==> src/rtl/acia_pkg.sv <==
// Shared types and constants for the ACIA transmit arbiter.
package acia_pkg;

    localparam int NUM_REQ = 2;

    typedef enum logic [1:0] {
        IDLE,
        ISSUE,
        WAIT_BUSY,
        WAIT_DONE
    } arb_state_t;

endpackage

==> src/rtl/acia_rr2.sv <==
// Combinational two-way round-robin picker: returns whether anyone is asking and which index wins.
module acia_rr2
    import acia_pkg::*;
(
    input  logic [NUM_REQ-1:0] valid,
    input  logic               last,
    output logic               grant_any,
    output logic               pick
);

    assign grant_any = |valid;
    // On a tie the requester that did not go last gets the turn.
    assign pick = (&valid) ? ~last : valid[1];

endmodule

==> src/rtl/acia_tx_arb.sv <==
// Two-requester arbiter feeding a single serial transmitter, one byte per transmit cycle.
// Define ACIA_TX_ARB_LOCK_EN to let an owner holding its lock input keep the grant across bytes.
module acia_tx_arb
    import acia_pkg::*;
#(
    parameter int PRI = 0
) (
    input  logic       clk,
    input  logic       reset_n,
    input  logic [7:0] req0_dat,
    input  logic [7:0] req1_dat,
    input  logic       req0_valid,
    input  logic       req1_valid,
    output logic       req0_ready,
    output logic       req1_ready,
    input  logic       req0_lock,
    input  logic       req1_lock,
    output logic [7:0] tx_dat,
    output logic       tx_start,
    input  logic       tx_busy,
    output logic       owner
);

    // Owner starts as the non-preferred side so PRI takes the first tie.
    localparam logic OWNER_RST = (PRI == 0) ? 1'b1 : 1'b0;

    arb_state_t         state;
    logic [NUM_REQ-1:0] valid_vec;
    logic [NUM_REQ-1:0] elig;
    logic               grant_any;
    logic               pick;
    logic               accept;

    assign valid_vec = {req1_valid, req0_valid};

`ifdef ACIA_TX_ARB_LOCK_EN
    logic locked;
    logic owner_lock;
    logic winner_lock;

    assign owner_lock  = owner ? req1_lock : req0_lock;
    assign winner_lock = pick ? req1_lock : req0_lock;

    always_comb begin
        elig = valid_vec;
        if (locked && owner_lock) begin
            elig = valid_vec & (owner ? 2'b10 : 2'b01);
        end
    end

    // Lock is only re-evaluated in IDLE, so a mid-transfer lock change waits for the next slot.
    always_ff @(posedge clk or negedge reset_n) begin
        if (!reset_n) begin
            locked <= 1'b0;
        end else if (state == IDLE) begin
            if (accept) begin
                locked <= winner_lock;
            end else if (locked && !owner_lock) begin
                locked <= 1'b0;
            end
        end
    end
`else
    logic unused_lock;

    assign unused_lock = req0_lock ^ req1_lock;
    assign elig        = valid_vec;
`endif

    acia_rr2 u_rr2 (
        .valid     (elig),
        .last      (owner),
        .grant_any (grant_any),
        .pick      (pick)
    );

    assign accept = (state == IDLE) && !tx_busy && grant_any;

    always_ff @(posedge clk or negedge reset_n) begin
        if (!reset_n) begin
            state      <= IDLE;
            tx_dat     <= 8'h00;
            tx_start   <= 1'b0;
            req0_ready <= 1'b0;
            req1_ready <= 1'b0;
            owner      <= OWNER_RST;
        end else begin
            tx_start   <= 1'b0;
            req0_ready <= 1'b0;
            req1_ready <= 1'b0;
            case (state)
                IDLE: begin
                    if (accept) begin
                        state      <= ISSUE;
                        tx_dat     <= pick ? req1_dat : req0_dat;
                        owner      <= pick;
                        req0_ready <= ~pick;
                        req1_ready <= pick;
                        tx_start   <= 1'b1;
                    end
                end
                ISSUE: begin
                    state <= WAIT_BUSY;
                end
                // Wait for the transmitter to acknowledge, then for it to finish the byte.
                WAIT_BUSY: begin
                    if (tx_busy) begin
                        state <= WAIT_DONE;
                    end
                end
                WAIT_DONE: begin
                    if (!tx_busy) begin
                        state <= IDLE;
                    end
                end
                default: begin
                    state <= IDLE;
                end
            endcase
        end
    end

endmodule
==> config.mk <==
export PLATFORM = sky130hd
export DESIGN_NAME = acia_tx_arb
export DESIGN_NICKNAME = d
export VERILOG_FILES = /design/src/rtl/acia_pkg.sv /design/src/rtl/acia_rr2.sv /design/src/rtl/acia_tx_arb.sv
export SDC_FILE = /design/constraint.sdc
export NUM_CORES = 1
export LEC_CHECK = 0
export CAP_MARGIN = 20
export CORE_ASPECT_RATIO = 1.25
export CORE_UTILIZATION = 38
export CTS_CLUSTER_SIZE = 14
export DETAILED_ROUTE_END_ITERATION = 7
export PLACE_DENSITY_LB_ADDON = 0.1
export SLEW_MARGIN = 0
export SYNTH_ARGS = -nofsm -noshare
export SYNTH_HDL_FRONTEND = slang
export SYNTH_SLANG_ARGS = --single-unit
==> constraint.sdc <==
create_clock -name clk -period 2.05 [get_ports clk]
set_input_delay 0.615 -clock clk [delete_from_list [all_inputs] [get_ports clk]]
set_output_delay 0.615 -clock clk [all_outputs]
set_load 0.01 [all_outputs]
==> results.md <==
- The capture endpoint of the worst hold path is tx_dat[3].
- The number of buffers created by CTS is 3.
- Buffers placed on the I/O ports in this run total 32.
- The first TritonRoute pass finished after 2 iterations.
- The multi-input combinational cells in the finished layout cover a total of 294.0 sq um.
- Summed over all cells, the static leakage comes to 0.4939 nW.
- The most frequent standard cell in the layout excluding fill and tap cells is clkdlybuf4s50_1.
- The average size of a mapped cell is 12.70 sq um.
- The core region is 1622 sq um.
- The total wirelength of the detailed-routed design is 1.471 mm.
- The longest individual stage delay on the worst path is 550 ps.
- The number of warnings issued by yosys is 0.
- Dividing total power by cell area gives a power density of 1122 nW/um^2.
- The initial core utilization is 41.51%.
- The worst pin sits at a relative slew slack of 71.14%.
- TritonCTS built the clock tree.
- The fraction of final layout cells with drive strength greater than 1 is 11.96%.
- The number of max-slew violations in the final report is 0.
- The vertical extent of the die is 49.06 um.
- The critical path data arrival time is 1350 ps.
- Clock tree synthesis found a total of 14 sinks.
- The tool flagged a number of max-cap violations equal to 0.
- Of the total power, the share spent switching nets is 30.99%.
- The number of rows created at floorplan is 16.
- Final hold analysis gives a worst-case slack of 516.4 ps.
- The analysis attributes to net switching a power of 0.3723 mW.
- The area growth from synthesis to final layout is 59.11%.
- The net count of the mapped netlist is 80.
- Registers take 351.6 sq um.
- Clock-pin slew was measured on the worst setup and hold paths at 80 ps.
- The die area is 1945 sq um.
- CTS placed an instance of clkbuf_4 at the clock tree root.
- The startpoint identified for the worst hold timing path is tx_dat[3].
- The kind of start point of the critical path is a flop.
- The number of synthesized register bits is 14.
- After detailed routing, the number of vias per cell comes to 5.236.
- The number of distinct library cells after synthesis is 20.
- In the layout the commonest cells are 32 x clkdlybuf4s50_1, 13 x dfrtp_1, 8 x and4_1, 8 x a221o_1, 6 x buf_4.
- The final clock period utilization by the worst path is 95.95%.
- After synthesis the cells add up to 673.1 sq um.
- The initial antenna violation count came to 0.
- The detailed placer's ending HPWL is 1.188 mm.
- For this run, the total global-route usage over all layers was measured as 18.54%.
- The worst path in the final design needs a cycle of 1967 ps, including I/O delays and setup.
- The cell at the slowest stage of the critical path is dfstp_2.
- Of the total power, the clock network draws 13.2%.
- Clock skew on the completed layout was measured at 3.110 ps.
- The via count of the first global-routing pass came to 584.
- The maximum number of pins on one net before global-route repair is 11.
- The required time of the worst setup path is 1430 ps.
- After detailed routing, the average wire length per cell comes to 13.37 um.
- At the pin with the least slew margin, the transition time is 432.8 ps.
- Walking the worst path, the cells encountered are clkdlybuf4s50_1.
- For this run, the register share of the synthesized area comes to 52.23%.
- Timing would allow up to 508.4 MHz.
- 35 I/O pins were placed.
- The family with the most delay on the worst path is flip-flops.
- In this run the register-to-register setup slack is 370 ps.
- The instance count of the mapped netlist is 53.
- The final net count is 120.
- The worst setup path is captured at an output pin.
- The total global routing overflow is 0.
- The class of the most critical hold timing path is reg -> reg.
- In this run the horizontal extent of the chip is 39.65 um.
- Together, buffers and inverters on the worst path number 1.
- In this run, flip-flops and latches consume 38.3% of the power.
- The setup-violating endpoint count in the final report is 0.
- In this run the number of H-tree levels came out at 1.
- In this run the remaining antenna-violating nets after routing total 0.
- The launch point of the worst reg-to-reg path is state[0].
- The remaining design rule violation count is 0.
- The number of hold-slack violations in the final timing report came to 0.
- The first routing iteration left 4 violations.
- The run finished with clean final reports.
- The congestion estimate from routability-driven global placement came to 0.6403.
- The wire length of the first global-routing pass is 2.449 mm.
- Clock latency on the worst-skew pair, taken at its later pin, is 270 ps.
- The total internal power is 0.8290 mW.
- The number of antenna cells inserted is 0.
- The total via count after detailed routing is 576.
- Fill cells in the final layout number 130.
- The number of cells on the worst reg-to-reg path is 5.
- The reg-to-reg endpoint is tx_dat[5].
- Setup repair after global routing left no endpoint under its margin.
- The number of buffers added for setup after CTS is 0.
- The power consumption is 1.201 mW.
- The hold buffer count at cts is 0.
- The number of gates given a new drive strength after cts is 0.
- The maximum fanout along the worst path is 4.
- Of the total power, combinational logic draws 48.5%.
- The worst hold path stage count is 1.
- VDD sags by at most 0.6608 mV.
- The clock tree buffer depth is 2.
- The setup path with the least slack is of type reg -> out.
[cells by family (layout without fill, tap and decap cells)]
logic type | after synthesis | after routing | share of synthesized area, %
AOI/OAI and AO/OA | 11 | 11 | 15.80
adders and majority gates | 4 | 4 | 7.435
buffers and inverters | 6 | 45 | 4.088
DFF | 14 | 14 | 52.23
muxes | 2 | 2 | 3.160
and+or+nand+nor | 16 | 16 | 17.29
[synthesized netlist by cell type]
master	count	area share, %
buf_2	1	0.74
nand2b_1	2	1.9
and3_1	2	1.9
o21ai_2	1	1.3
nor2b_1	1	0.93
ha_1	4	7.4
inv_1	3	1.7
clkbuf_1	1	0.56
a221o_1	8	12
and4_1	8	10
o32a_1	1	1.5
dfstp_2	1	3.9
dfrtp_1	13	48
nor3b_1	1	1.1
buf_4	1	1.1
nand2_1	1	0.56
mux2i_1	1	1.5
nor2_1	1	0.56
a21o_1	1	1.1
mux2_1	1	1.7
[routing by layer]
metal,up-vias,wire [um],global-route usage [%]
met5,-,0,0
met3,0,76,4.110
li1,285,-,-
met4,0,0,8.621
met1,269,620,21.18
met2,22,773,30.87
[final cells by class]
cell class | count | share of cell area, %
clock buffers | 4 | 2.453
repair buffers | 38 | 34.11
inverters | 3 | 1.051
multi-input cells | 33 | 27.45
well taps | 18 | 2.103
flip-flops and latches | 14 | 32.83
[through the flow]
stage                     area [sq um]  setup TNS [ps]  std cells  utilization [%]  setup slack, ps
after floorplan                  673.1               0         53                -            549.7
after global placement            1045               0        106            64.43            4.835
after detailed placement          1045          -8.525        106            64.43           -8.525
after CTS                         1071               0        110            66.05            63.26
after global routing              1071               0        110            66.05            30.59
final                             1071               0        110            66.05            83.09
[how the worst max path moves through the flow]
stage,from,to,depth (start not counted)
finish,owner,owner,1
global route,owner,owner,1
CTS,owner,owner,1
global placement,tx_busy,tx_dat[4],4
floorplan,state[0],tx_dat[0],6
detailed placement,tx_busy,tx_dat[5],4
[power groups by stage]
stage               sequential, mW  clock (mW)  combinational [mW]
floorplan                    0.503           0               0.255
global placement             0.462           0               0.578
detailed placement           0.469           0               0.587
CTS                          0.463       0.170               0.591
global route                 0.474       0.186               0.649
finish                       0.460       0.159               0.582
[sequential cells by signal, summed over array words and instances, names as in the netlist]
signal,cells
req0_ready,1
state,2
tx_start,1
owner,1
tx_dat,8
req1_ready,1
Power figures use the tool's default switching activity.
